[src/rtl/riscV_unrn_pkg.sv]
// Shared definitions for the CLINT timer block.
// Holds the register byte offsets, the compare-channel window base/stride
// and the decoded register-select type used by the top-level decoder.
package riscV_unrn_pkg;

  localparam logic [6:0] CLINT_MTIME_LO = 7'h00;
  localparam logic [6:0] CLINT_MTIME_HI = 7'h04;
  localparam logic [6:0] CLINT_PRESCALE = 7'h08;
  localparam logic [6:0] CLINT_CTRL     = 7'h0C;
  localparam logic [6:0] CLINT_IE       = 7'h10;
  localparam logic [6:0] CLINT_IP       = 7'h14;

  // Compare channel k lives at CLINT_CMP_BASE + k*CLINT_CMP_STRIDE (LO),
  // with the HI word 4 bytes above.
  localparam logic [6:0]  CLINT_CMP_BASE   = 7'h20;
  localparam int unsigned CLINT_CMP_STRIDE = 8;

  typedef enum logic [3:0] {
    SEL_NONE,
    SEL_MTIME_LO,
    SEL_MTIME_HI,
    SEL_PRESCALE,
    SEL_CTRL,
    SEL_IE,
    SEL_IP,
    SEL_CMP_LO,
    SEL_CMP_HI
  } clint_sel_e;

endpackage

[src/rtl/clint_timer_if.sv]
// Register-bus interface of the CLINT timer.
//   req_i   : access request, one per cycle
//   we_i    : 1 = write, 0 = read
//   addr_i  : byte offset into the register map
//   wdata_i : write data
//   rdata_o : read data, valid while ack_o is high
//   ack_o   : access complete, one cycle after req_i
//   err_o   : access error, asserted together with ack_o
interface clint_timer_if;
  logic        req_i;
  logic        we_i;
  logic [6:0]  addr_i;
  logic [31:0] wdata_i;
  logic [31:0] rdata_o;
  logic        ack_o;
  logic        err_o;

  modport master (
    output req_i, we_i, addr_i, wdata_i,
    input  rdata_o, ack_o, err_o
  );

  modport slave (
    input  req_i, we_i, addr_i, wdata_i,
    output rdata_o, ack_o, err_o
  );
endinterface

[src/rtl/clint_cmp_channel.sv]
// One timer compare channel: the CMP register and its pending flag.
//   clk, rst  : clock, synchronous active-high reset
//   mtime_i   : current counter value
//   wr_lo_i   : write wdata_i into CMP[31:0]
//   wr_hi_i   : write wdata_i into CMP[CNT_W-1:32]
//   wdata_i   : bus write data
//   cmp_o     : current CMP value
//   ip_o      : registered pending flag (mtime >= CMP)
module clint_cmp_channel #(
  parameter int unsigned CNT_W = 64
) (
  input  logic             clk,
  input  logic             rst,
  input  logic [CNT_W-1:0] mtime_i,
  input  logic             wr_lo_i,
  input  logic             wr_hi_i,
  input  logic [31:0]      wdata_i,
  output logic [CNT_W-1:0] cmp_o,
  output logic             ip_o
);

  localparam int unsigned HI_W = CNT_W - 32;

  logic [CNT_W-1:0] cmp_q, cmp_d;
  logic             ip_q, ip_d;

  always_comb begin
    cmp_d = cmp_q;
    if (wr_lo_i) cmp_d = {cmp_q[CNT_W-1:32], wdata_i};
    if (wr_hi_i) cmp_d = {wdata_i[HI_W-1:0], cmp_q[31:0]};
    // A CMP write clears the flag and wins over a same-cycle match; the
    // new value is compared from the following cycle onward.
    ip_d = (wr_lo_i || wr_hi_i) ? 1'b0 : (mtime_i >= cmp_q);
  end

  always_ff @(posedge clk) begin
    if (rst) begin
      cmp_q <= '1;
      ip_q  <= 1'b0;
    end else begin
      cmp_q <= cmp_d;
      ip_q  <= ip_d;
    end
  end

  assign cmp_o = cmp_q;
  assign ip_o  = ip_q;

endmodule

[src/rtl/clint_timer.sv]
// CLINT-style machine timer: prescaled mtime counter, NUM_CMP compare
// channels with pending/enable bits, and a single-cycle register bus.
//   clk, rst : clock, synchronous active-high reset
//   bus      : register bus (slave side), ack one cycle after each request
//   irq_o    : per-channel interrupt, IP & IE
//   mtime_o  : current counter value
module clint_timer
  import riscV_unrn_pkg::*;
#(
  parameter int unsigned NUM_CMP = 2,
  parameter int unsigned CNT_W   = 64,
  parameter int unsigned PRE_W   = 8
) (
  input  logic               clk,
  input  logic               rst,
  clint_timer_if.slave       bus,
  output logic [NUM_CMP-1:0] irq_o,
  output logic [CNT_W-1:0]   mtime_o
);

  localparam int unsigned HI_W = CNT_W - 32;

  logic [CNT_W-1:0]   mtime_q, mtime_d;
  logic [PRE_W-1:0]   pcnt_q, pcnt_d;
  logic [PRE_W-1:0]   prescale_q;
  logic               en_q;
  logic [NUM_CMP-1:0] ie_q;
  logic [HI_W-1:0]    shadow_q;
  logic               ack_q, err_q;
  logic [31:0]        rdata_q;

  clint_sel_e         sel;
  logic [6:0]         rel;
  logic [3:0]         ch_idx;
  logic               err_c, wr_c, rd_c;
  logic [31:0]        rdata_c;
  logic [CNT_W-1:0]   cmp_rd;
  logic [CNT_W-1:0]   cmp_val [NUM_CMP];
  logic [NUM_CMP-1:0] ip;

  // Address decode. Anything that does not resolve to a register is an error.
  always_comb begin
    sel    = SEL_NONE;
    rel    = '0;
    ch_idx = '0;
    if (bus.addr_i[1:0] == 2'b00) begin
      case (bus.addr_i)
        CLINT_MTIME_LO: sel = SEL_MTIME_LO;
        CLINT_MTIME_HI: sel = SEL_MTIME_HI;
        CLINT_PRESCALE: sel = SEL_PRESCALE;
        CLINT_CTRL:     sel = SEL_CTRL;
        CLINT_IE:       sel = SEL_IE;
        CLINT_IP:       sel = SEL_IP;
        default: begin
          if (bus.addr_i >= CLINT_CMP_BASE) begin
            rel    = bus.addr_i - CLINT_CMP_BASE;
            ch_idx = 4'(32'(rel) / CLINT_CMP_STRIDE);
            if (32'(ch_idx) < NUM_CMP)
              sel = ((32'(rel) % CLINT_CMP_STRIDE) == 32'd4) ? SEL_CMP_HI : SEL_CMP_LO;
          end
        end
      endcase
    end
    err_c = bus.req_i && ((sel == SEL_NONE) || (sel == SEL_IP && bus.we_i));
    wr_c  = bus.req_i && !err_c && bus.we_i;
    rd_c  = bus.req_i && !err_c && !bus.we_i;
  end

  // Read data mux
  always_comb begin
    cmp_rd = '0;
    for (int unsigned k = 0; k < NUM_CMP; k++)
      if (32'(ch_idx) == k) cmp_rd = cmp_val[k];
    rdata_c = '0;
    case (sel)
      SEL_MTIME_LO: rdata_c = mtime_q[31:0];
      SEL_MTIME_HI: rdata_c = 32'(shadow_q);
      SEL_PRESCALE: rdata_c = 32'(prescale_q);
      SEL_CTRL:     rdata_c = {31'b0, en_q};
      SEL_IE:       rdata_c = 32'(ie_q);
      SEL_IP:       rdata_c = 32'(ip);
      SEL_CMP_LO:   rdata_c = cmp_rd[31:0];
      SEL_CMP_HI:   rdata_c = 32'(cmp_rd[CNT_W-1:32]);
      default:      rdata_c = '0;
    endcase
  end

  // Prescaler and counter; a bus write to either mtime half overrides the
  // increment, keeps the other half as-is and restarts the prescaler.
  always_comb begin
    mtime_d = mtime_q;
    pcnt_d  = pcnt_q;
    if (en_q) begin
      if (pcnt_q == prescale_q) begin
        pcnt_d  = '0;
        mtime_d = mtime_q + CNT_W'(1);
      end else begin
        pcnt_d  = pcnt_q + PRE_W'(1);
      end
    end
    if (wr_c && sel == SEL_MTIME_LO) begin
      mtime_d = {mtime_q[CNT_W-1:32], bus.wdata_i};
      pcnt_d  = '0;
    end
    if (wr_c && sel == SEL_MTIME_HI) begin
      mtime_d = {bus.wdata_i[HI_W-1:0], mtime_q[31:0]};
      pcnt_d  = '0;
    end
  end

  always_ff @(posedge clk) begin
    if (rst) begin
      mtime_q    <= '0;
      pcnt_q     <= '0;
      prescale_q <= '0;
      en_q       <= 1'b1;
      ie_q       <= '0;
      shadow_q   <= '0;
      ack_q      <= 1'b0;
      err_q      <= 1'b0;
      rdata_q    <= '0;
    end else begin
      mtime_q <= mtime_d;
      pcnt_q  <= pcnt_d;
      if (wr_c && sel == SEL_PRESCALE) prescale_q <= bus.wdata_i[PRE_W-1:0];
      if (wr_c && sel == SEL_CTRL)     en_q       <= bus.wdata_i[0];
      if (wr_c && sel == SEL_IE)       ie_q       <= bus.wdata_i[NUM_CMP-1:0];
      // Capturing the upper half on an LO read makes LO-then-HI atomic.
      if (rd_c && sel == SEL_MTIME_LO) shadow_q   <= mtime_q[CNT_W-1:32];
      ack_q   <= bus.req_i;
      err_q   <= err_c;
      rdata_q <= rd_c ? rdata_c : '0;
    end
  end

  for (genvar k = 0; k < NUM_CMP; k++) begin : g_ch
    logic hit;
    assign hit = wr_c && (32'(ch_idx) == k);

    clint_cmp_channel #(.CNT_W(CNT_W)) u_ch (
      .clk     (clk),
      .rst     (rst),
      .mtime_i (mtime_q),
      .wr_lo_i (hit && sel == SEL_CMP_LO),
      .wr_hi_i (hit && sel == SEL_CMP_HI),
      .wdata_i (bus.wdata_i),
      .cmp_o   (cmp_val[k]),
      .ip_o    (ip[k])
    );
  end

  assign irq_o       = ip & ie_q;
  assign mtime_o     = mtime_q;
  assign bus.ack_o   = ack_q;
  assign bus.err_o   = err_q;
  assign bus.rdata_o = rdata_q;

endmodule
[src/flat_wrapper.sv]
// flat-port wrapper written by rule: the top's interface ports become plain ports
module clint_timer_flat import riscV_unrn_pkg::*;
#(
  parameter int unsigned NUM_CMP = 2,
  parameter int unsigned CNT_W   = 64,
  parameter int unsigned PRE_W   = 8
)
  (clk, rst, irq_o, mtime_o, bus_req_i, bus_we_i, bus_addr_i, bus_wdata_i, bus_rdata_o, bus_ack_o, bus_err_o);
  clint_timer_if bus_i ();
  input  logic clk;
  input  logic rst;
  output logic [NUM_CMP-1:0] irq_o;
  output logic [CNT_W-1:0] mtime_o;
  input wire logic [$bits(bus_i.req_i)-1:0] bus_req_i;
  input wire logic [$bits(bus_i.we_i)-1:0] bus_we_i;
  input wire logic [$bits(bus_i.addr_i)-1:0] bus_addr_i;
  input wire logic [$bits(bus_i.wdata_i)-1:0] bus_wdata_i;
  output wire logic [$bits(bus_i.rdata_o)-1:0] bus_rdata_o;
  output wire logic [$bits(bus_i.ack_o)-1:0] bus_ack_o;
  output wire logic [$bits(bus_i.err_o)-1:0] bus_err_o;
  assign bus_i.req_i = bus_req_i;
  assign bus_i.we_i = bus_we_i;
  assign bus_i.addr_i = bus_addr_i;
  assign bus_i.wdata_i = bus_wdata_i;
  assign bus_rdata_o = bus_i.rdata_o;
  assign bus_ack_o = bus_i.ack_o;
  assign bus_err_o = bus_i.err_o;
  clint_timer #(.NUM_CMP(NUM_CMP), .CNT_W(CNT_W), .PRE_W(PRE_W)) u_core (.clk(clk), .rst(rst), .bus(bus_i), .irq_o(irq_o), .mtime_o(mtime_o));
endmodule
[config.mk]
export PLATFORM = sky130hd
export DESIGN_NAME = clint_timer_flat
export DESIGN_NICKNAME = d
export VERILOG_FILES = /design/src/rtl/riscV_unrn_pkg.sv /design/src/rtl/clint_timer_if.sv /design/src/rtl/clint_cmp_channel.sv /design/src/rtl/clint_timer.sv /design/src/flat_wrapper.sv
export SDC_FILE = /design/constraint.sdc
export NUM_CORES = 1
export LEC_CHECK = 0
export CAP_MARGIN = 25
export CORE_AREA = 2 2 199 182
export DETAILED_ROUTE_END_ITERATION = 8
export DIE_AREA = 0 0 201 184
export PLACE_DENSITY = 0.67
export SETUP_SLACK_MARGIN = 0.05
export SKIP_LAST_GASP = 1
export SLEW_MARGIN = 5
export SYNTH_ARGS = -nofsm -noshare
export SYNTH_HDL_FRONTEND = slang
export SYNTH_SLANG_ARGS = --single-unit
[constraint.sdc]
create_clock -name clk -period 2.7 [get_ports clk]
set_input_delay 0.27 -clock clk [delete_from_list [all_inputs] [get_ports clk]]
set_output_delay 0.27 -clock clk [all_outputs]
set_load 0.01 [all_outputs]
After elaboration in Yosys (flattened, before gate mapping)
Cells that the tools add are included.

storage, ports and cells
  input bits = 43
  memories = 0
  logic and storage cells = 104
  output and inout port bits = 100
  bits in latches = 0
  register bits = 279
  ROM bits = 0
  RAM bits = 0

operators by class
  $lt $le $gt $ge = 4
  $mul = 0
  reduce and logical (&&, ||, !) cells = 39
  add/sub/neg operators = 3
  bitwise operators = 5
  muxes and demuxes = 20
  eq/ne operators = 17
  shifts and indexed selects = 0
  div/mod/pow operators = 0

operators with widths
  cell                   number
  $mux 64                8
  $pmux 32 s8            1
  $ge 64x64->1           2
  $add 64x1->64 const B  1
  $mux 32                2
  $mux 4                 7
  $pmux 4 s6             1
  $logic_and 1x1->1      17
  $eq 4x3->1 const B     4
  $eq 7x4->1 const B     2
  $eq 7x5->1 const B     2
  $add 8x1->8 const B    1
  $eq 4x1->1 const B     2
  $eq 4x2->1 const B     2
  $eq 8x8->1             1
  $logic_not 4->1        2
  $mux 8                 1
  $reduce_bool 2->1      4
  $eq 7x3->1 const B     1
  $ge 7x6->1 const B     1
  $logic_not 7->1        1
  $sub 7x6->7 const B    1
  $reduce_and 3->1       2
  $reduce_or 2->1        3
  12 further kinds       19

Logic depth before layout (Yosys ltp)
Gate-level depths: netlist of run 1.

  depth after elaboration = 18
  depth in mapped cells = 11
  gate-level depth less buffers = 9

Modules after synthesis
Synthesis of run 1 repeated with hierarchy kept, for this count alone.

second synthesis, totals
  cell total of the unflattened synthesis = 1970
  area, all modules = 15945.3 µm²

by module, submodules not included
  module             times used  seq. area each (µm²)  cells an instance  area each (µm²)
  clint_timer        1           2982.9                1082               8488.1
  clint_cmp_channel  2           1301.2                444                3728.6

Least setup slack after synthesis of run 1
Ideal clock, no wire load.

  path kind = input port to flip-flop
  from = in bus_addr_i[4]
  to = reg u_core.mtime_q[18] (netlist: u_core.mtime_o[18])
  setup time = 0.130 ns
  data required time = 2.570 ns
  path slack = 0.016 ns
  arrival time = 2.555 ns
  path buffers = 5
  cell stages on the path = 11
  cell sequence = buf_6 or4_1 buf_2 nor4_4 or3b_1 buf_2 a21o_1 buf_2 buf_6 o211ai_1 o31ai_1

on the way
  longest elaborated chain between the ends = 16
  elaborated cells between the ends (all ways) = 30
  classes of those cells = add/sub (1); order compare (2); eq/ne (8); mux (5); bitwise (1); reduce/logical (13)

ends and longest elaborated chain
  element                                                          RTL line                                source
  start, declared                                                  flat_wrapper.sv:16                      input wire logic [$bits(bus_i.addr_i)-1:0] bus_addr_i;
  $sub 7x6->7                                                      clint_timer.sv:56                       rel = bus.addr_i - CLINT_CMP_BASE;
  $lt 4x2->1                                                       clint_timer.sv:58                       if (32'(ch_idx) < NUM_CMP)
  $mux 4                                                           clint_timer.sv:58
  $mux 4                                                           clint_timer.sv:55                       if (bus.addr_i >= CLINT_CMP_BASE) begin
  $pmux 4 s6 *                                                     clint_timer.sv:47                       case (bus.addr_i)
  $mux 4 *                                                         clint_timer.sv:46                       if (bus.addr_i[1:0] == 2'b00) begin
  $eq 4x3->1                                                       clint_timer.sv:64                       err_c = bus.req_i && ((sel == SEL_NONE) || (sel == SEL_IP && bus.we_i));
  $logic_and 1x1->1                                                clint_timer.sv:64
  $logic_or 1x1->1                                                 clint_timer.sv:64
  $logic_and 1x1->1                                                clint_timer.sv:64
  $logic_not 1->1                                                  clint_timer.sv:65                       wr_c = bus.req_i && !err_c && bus.we_i;
  $logic_and 1x1->1 (2 in series)                                  clint_timer.sv:65
  $logic_and 1x1->1 (on tied branches)                             clint_timer.sv:101, clint_timer.sv:105
  $reduce_bool 2->1 (no source line) or $not 1->1 (tied branches)  -
  $reduce_and 3->1 (no source line)                                -
  end signal, assigned                                             clint_timer.sv:123                      mtime_q <= mtime_d;
  end, declared                                                    clint_timer.sv:23                       logic [CNT_W-1:0] mtime_q, mtime_d;

Every way passes the cells marked *; elsewhere a longest branch is shown, timed or not. The select of a mux whose other input is x is not followed.
A chain may end at the register's enable or synchronous reset.

Worst setup path in the final report of run 1
  from = reg u_core.mtime_q[27] (netlist: u_core.mtime_o[27])
  to = reg u_core.g_ch[1].u_ch.ip_q

on the way
  longest elaborated chain between the ends = 1

ends and longest elaborated chain
  element               RTL line                 source
  $ge 64x64->1          clint_cmp_channel.sv:33  ip_d = (wr_lo_i || wr_hi_i) ? 1'b0 : (mtime_i >= cmp_q);
  end signal, assigned  clint_cmp_channel.sv:42  ip_q <= ip_d;
  end, declared         clint_cmp_channel.sv:25  logic ip_q, ip_d;

No other way between the ends.

==> results.toml, run 1 <==
[outcome]
status = "complete, but fails checks"
failed_checks = "negative setup slack"

[timing]
hold_viol = 0
fin_worst_skew_ps = 11.5
rsz0062_at_grt = "yes"
relSlewSlack = 0.462
final.min_clock_period_ps = 2750
setup_violations = 1
fin_crit_sh = 1.02
fin_ws_ps = -48.1
tightest_slew_ps = 806
report.final.slew_viol_count = 0
fmax_mhz = 364

[clock_tree]
insertion_delay_ps = 540
htreeDepth = 2
cts-root-buf = "clkbuf_16"
cts_tree = "done"
clk_pin_slew_ps = 60
cts_made_buffers = 34
cts.sinks = 279
cts_buffer_depth = 3

[die]
num_rows = 65
coreArea_um2 = 34700
die_w_um = 201
fp.dieH_um = 184
start_util = 0.447
die_area_um2 = 37000
io_pins = 143

[setup_path]
crit_fanout = 2
cp.required_ps = 3100
worstPathArrival_ps = 3150
cp_cell_sequence = "ha_4 > a21o_1 > a21o_1 > a2111oi_4 > buf_4 > o22ai_1 > a211o_1 > o41ai_2 > buf_4 > a21oi_1"
cp.buffers_inverters = 2
start_kind = "flip-flop"
end_kind = "flip-flop"
path_class = "reg -> reg"
path_delay_family = "compound AO/OA/AOI/OAI gates"
slowest_stage = "o41ai_2"
cpPeakStageDelay_ps = 420

[global_routing]
grt_most_used_layer = "met2"
antenna_found_initial = 0
grt_util_met1 = 0.430
use_met2 = 0.517
grt_util_met3 = 0.0620
grt_max_degree = 58
gr-total-overflow = 0
grt_pass1_vias = 15621
grt_pass1_wl_mm = 92.0
grt_util_all_layers = 0.320

[power_and_ir_drop]
powerDensity_nw_per_um2 = 460
swShare = 0.232
p_switching_mw = 2.17
clockPowerShare = 0.511
sequentialPowerShare = 0.441
p_leak_nw = 9.16
p_comb_frac = 0.048
power.internal_mw = 7.20
vdd_drop_max_v = 0.000383

[synthesis]
ys_types = 62
yosysWarnings = 0
synth.largest_area_cell = "dfxtp_1"
synth_edf_count = 0
synth_top_area_frac = 0.359
synth_seq_area_share = 0.359
yosys-top-cells-area = "dfxtp_1 (36%), ha_1 (10%), nand2_1 (7.1%), o211ai_1 (6.5%), a22oi_1 (3.8%)"
syn_nets = 2112
avgSynthCellArea_um2 = 8.01
netlist_area_um2 = 15500
netlist_instances = 1939
synthFlopType = "dfxtp_1"
ys_ff_latch = 279
async_flop_share = 0

[placement]
dp.cells = 2642
place_congestion = 0.963
dp_hpwl_mm = 43.9
numPortBuffers = 142

[route]
drt_wl_total_mm = 60.7
dr.pass1.iters = 6
vias = 16378
wl_per_cell_um = 22.4
vias_per_cell = 6.05
antenna_left = 0
drcViolationCount = 0
drt_iter0_markers = 1814

[hold_path]
hp-class = "in -> reg"

[final_layout]
nFillCells = 3196
fin_util = 0.587
final_cell_mix = "nand2_1 (293), dfxtp_1 (277), buf_4 (198)"
ff_latch_area_um2 = 5590
diodes = 0
area_growth_pct = 31.2
nets = 2387
final_cells = 2706
final_common_cell = "nand2_1"
drive_gt1_frac = 0.144
multiInputGateArea_um2 = 9130

[job]
cap_violations = 0
-- per-layer routing --
layer,part of all wire,vias up
li1,-,7608
met1,0.43,7829
met2,0.45,813
met3,0.094,128
met4,0.028,0
met5,0,-
-- Yosys cell counts, drive strengths merged, types with 5 or more instances --
cell,instances
nand2,293
o21ai,63
and4,5
and3,16
ha,130
a221oi,27
nand3,41
o31ai,11
o41ai,5
a2bb2oi,7
a21oi,104
nor3,30
dfxtp,279
or3,9
a21o,18
o21a,5
buf,19
nor2b,8
a211oi,35
o22ai,35
inv,137
a31oi,16
nand4,45
xor2,22
clkbuf,107
xnor2,15
a22oi,78
nor2,150
and2,9
o211ai,135
nor4,29
mux2i,16
-- what timing repair did --
action	CTS	global route
pin swaps	1	6
gates resized for setup	6	25
buffers inserted	0	5
hold buffers	0	0
endpoints found under the hold margin	0	0
endpoints found under the setup margin	10	22
-- through the flow --
stage | area [µm²] | setup WS, ps | hold WS (ps) | setup TNS, ps | power (mW)
3_5_place_dp | 19000 | -348 | 447 | -12990 | 4.66
5_1_grt | 20400 | -135 | 70.7 | -135 | 9.61
6_report | 20400 | -48.1 | 68.5 | -48.1 | 9.38
2_1_floorplan | 15600 | 122 | 406 | 0 | 4.39
3_3_place_gp | 19000 | -350 | 442 | -10890 | 4.66
4_1_cts | 20200 | -94.9 | 35.9 | -94.9 | 9.40
-- flip-flops by register name, indices dropped and copies added (netlist names) --
signal                  count
u_core.bus.err_o            1
u_core.bus.ack_o            1
u_core.shadow_q            32
u_core.mtime_o             64
u_core.g_ch.u_ch.cmp_o    128
u_core.bus.rdata_o         32
u_core.ie_q                 2
u_core.pcnt_q               8
u_core.prescale_q           8
u_core.en_q                 1
u_core.g_ch.u_ch.ip_o       2
-- worst paths after layout --
kind | endpoint | cells after the start | start | slack [ps]
max | u_core.g_ch[1].u_ch.ip_o | 10 | u_core.mtime_o[27] | -50
min | u_core.bus.ack_o | 2 | rst | 70
max reg2reg | u_core.g_ch[1].u_ch.ip_o | 10 | u_core.mtime_o[27] | -50
min reg2reg | u_core.shadow_q[18] | 2 | u_core.shadow_q[18] | 450
-- layout make-up --
type,count,share of cell area
clock inverters,11,0.00693
multi-input cells,1397,0.447
well taps,469,0.0288
flip-flops and latches,279,0.274
repair buffers,365,0.168
clock buffers,48,0.0499
inverters,137,0.0253
-- cell families (layout without fill, tap and decap cells) --
group                    Yosys count  count (layout)  share of synthesized area
buffers and inverters            263             561                     0.0663
multiplexers                      17              17                     0.0118
flip-flops                       279             279                      0.359
XOR/XNOR                          37              37                     0.0209
AND/OR/NAND/NOR                  655             655                      0.192
AO/OA/AOI/OAI                    558             558                      0.245
adder cells (fa/ha/maj)          130             130                      0.105
-- power by group through the flow --
stage                     combinational (mW)  sequential (mW)  clock (mW)
after floorplan                        0.164             4.23           0
after global routing                   0.471             4.13        5.00
after CTS                              0.439             4.13        4.83
after detailed placement               0.438             4.22           0
after global placement                 0.436             4.22           0
final                                  0.453             4.13        4.79
Power figures use the tool's default switching activity.
==> run 2, diff against run 1 <==
--- a/config.mk
+++ b/config.mk
@@ -5,10 +5,11 @@
 export SDC_FILE = /design/constraint.sdc
 export NUM_CORES = 1
 export LEC_CHECK = 0
+export ABC_AREA = 1
 export CAP_MARGIN = 25
-export CORE_AREA = 2 2 199 182
+export CORE_AREA = 2 2 208 189
 export DETAILED_ROUTE_END_ITERATION = 8
-export DIE_AREA = 0 0 201 184
+export DIE_AREA = 0 0 210 191
 export PLACE_DENSITY = 0.67
 export SETUP_SLACK_MARGIN = 0.05
 export SKIP_LAST_GASP = 1
==> results.toml, run 2 <==
[synthesis]
netlist_instances = 2475
synth_edf_count = 0
synthFlopType = "dfxtp_1"
synth.largest_area_cell = "dfxtp_1"
syn_nets = 2648
synth_common_cells = "nand2_1 (554), inv_1 (323), dfxtp_1 (279), nor2_1 (229), a21oi_1 (202)"
ys_ff_latch = 279
synth_seq_area_share = 0.330
netlist_area_um2 = 16900
yosys-top-cells-area = "dfxtp_1 (33%), nand2_1 (12%), ha_1 (9.6%), inv_1 (7.2%), a21oi_1 (6.0%)"
async_flop_share = 0
ys_types = 46
yosysMostFrequentCell = "nand2_1"
avgSynthCellArea_um2 = 6.83
synth_top_area_frac = 0.330
yosysWarnings = 0

[die]
coreArea_um2 = 38000
io_pins = 143
num_rows = 68
start_util = 0.444
fp.dieH_um = 191
die_area_um2 = 40100
die_w_um = 210

[timing]
report.final.slew_viol_count = 0
rsz0062_at_grt = "yes"
relSlewSlack = 0.548
fmax_mhz = 403
hold_viol = 0
tightest_slew_ps = 678
tns_ps = 0
final.min_clock_period_ps = 2480
whs_ps = 155
setup_violations = 0
fin_worst_skew_ps = 19.0
fin_crit_sh = 0.919

[placement]
place_congestion = 1.01
numPortBuffers = 142
dp_hpwl_mm = 50.7
dp.cells = 3136

[final_layout]
nFillCells = 3715
nets = 2856
ff_latch_area_um2 = 5590
area_growth_pct = 23.7
largest_register_ffs = 128
diodes = 0
fin_util = 0.550
multiInputGateArea_um2 = 9630
drive_gt1_frac = 0.0901
final_cell_mix = "nand2_1 (551), inv_1 (323), dfxtp_1 (279)"
final_common_cell = "nand2_1"
final_cells = 3198

[global_routing]
antenna_found_initial = 0
grt_pass1_wl_mm = 101
gr-total-overflow = 0
grt_max_degree = 62
grt_pass1_vias = 17036
grt_util_all_layers = 0.330

[power_and_ir_drop]
powerDensity_nw_per_um2 = 452
vdd_drop_max_v = 0.000339
p_leak_nw = 10.6
p_total_mw = 9.46

[clock_tree]
insertion_delay_ps = 560
cts-root-buf = "clkbuf_16"
htreeDepth = 2
cts_tree = "done"
cts_made_buffers = 35
postCtsSetupBuffers = 0
clk_pin_slew_ps = 60
cts.sinks = 279
cts_buffer_depth = 3

[setup_path]
worst_r2r_path_depth = 10
start_kind = "flip-flop"
path_delay_family = "simple AND/OR/NAND/NOR gates"
worstPathArrival_ps = 2950
path_class = "reg -> reg"
crit_top_cell = "nand2_1"
crit_fanout = 6
slowest_stage = "dfxtp_1"
cp.required_ps = 3170
cp_cell_sequence = "nand2_1 > nor2_1 > nand2_1 > nor2_1 > nand2_1 > xor2_1 > nand2_1 > o21ai_0 > nand2_1 > a21oi_1"
end_kind = "flip-flop"
cp.buffers_inverters = 0
crit_cells = 10
cpPeakStageDelay_ps = 510

[route]
vias = 18111
drt_iter0_markers = 1745
drcViolationCount = 0
drt_wl_total_mm = 66.5
wl_per_cell_um = 20.8
dr.pass1.iters = 5
vias_per_cell = 5.66
antenna_left = 0

[job]
cap_violations = 0

[hold_path]
hold_depth = 3
hp-class = "in -> reg"

[outcome]
status = "finished, final reports clean"
## run 2: cell types whose count changed after synthesis, sizes merged, moves of 64 or more
cell / previous run / this run
a22oi: 78 / 0
nand2: 293 / 558
o211ai: 135 / 70
o21ai: 63 / 190
nor2: 150 / 238
inv: 137 / 330
nand3: 41 / 105
a21oi: 104 / 204
## run 2: report_power, final
group	switching [mW]	internal (mW)	total [mW]
clock	1.97	2.93	4.90
combinational	0.277	0.152	0.429
sequential	0.00758	4.12	4.13
## run 2: cell type report
cell class / count / area share
Multi-Input combinational cell: 1753 / 0.461
Sequential cell: 279 / 0.267
Timing Repair Buffer: 283 / 0.127
Inverter: 331 / 0.0595
Clock buffer: 47 / 0.0485
Tap cell: 490 / 0.0293
Clock inverter: 15 / 0.00784
## run 2: path summary, 6_finish.rpt
check | start | end | slack, ps
hold / removal | rst | u_core.g_ch[0].u_ch.cmp_o[3] | 150
hold reg to reg | u_core.g_ch[1].u_ch.cmp_o[56] | u_core.g_ch[1].u_ch.cmp_o[56] | 470
setup / recovery | u_core.mtime_o[3] | u_core.mtime_o[27] | 220
setup reg to reg | u_core.mtime_o[3] | u_core.mtime_o[27] | 220
## run 2: worst min-delay path, stage by stage
cell and delay [ps]:
buf_4 110, inv_4 150, o211ai_2 120
## run 2: per-stage QoR
step / setup slack [ps] / instance area (µm²)
6_report: 219 / 20900
3_5_place_dp: -126 / 19700
4_1_cts: 228 / 20900
2_1_floorplan: 604 / 16900
5_1_grt: 31.9 / 20900
3_3_place_gp: -195 / 19700
## run 2: cell families (layout without fill, tap and decap cells)
kind of cell	count (synthesis)	count (layout)	synth area share
AND/OR/NAND/NOR	999	999	0.248
AO/OA/AOI/OAI	564	564	0.192
buffers and inverters	443	676	0.103
flip-flops	279	279	0.330
adder cells (fa/ha/maj)	130	130	0.0962
XOR/XNOR	60	60	0.0311
## run 2: what timing repair did
action | CTS | global route
resized for setup | 0 | 2
setup endpoints to repair | 0 | 3
hold buffers | 0 | 0
## run 2: metal layers
layer | routed length [µm] | GRT usage | vias to the layer above
met5 | 0 | 0 | -
met4 | 1620 | 0.0955 | 0
met3 | 5950 | 0.0508 | 120
met2 | 29000 | 0.524 | 884
met1 | 29900 | 0.465 | 8451
li1 | - | - | 8656
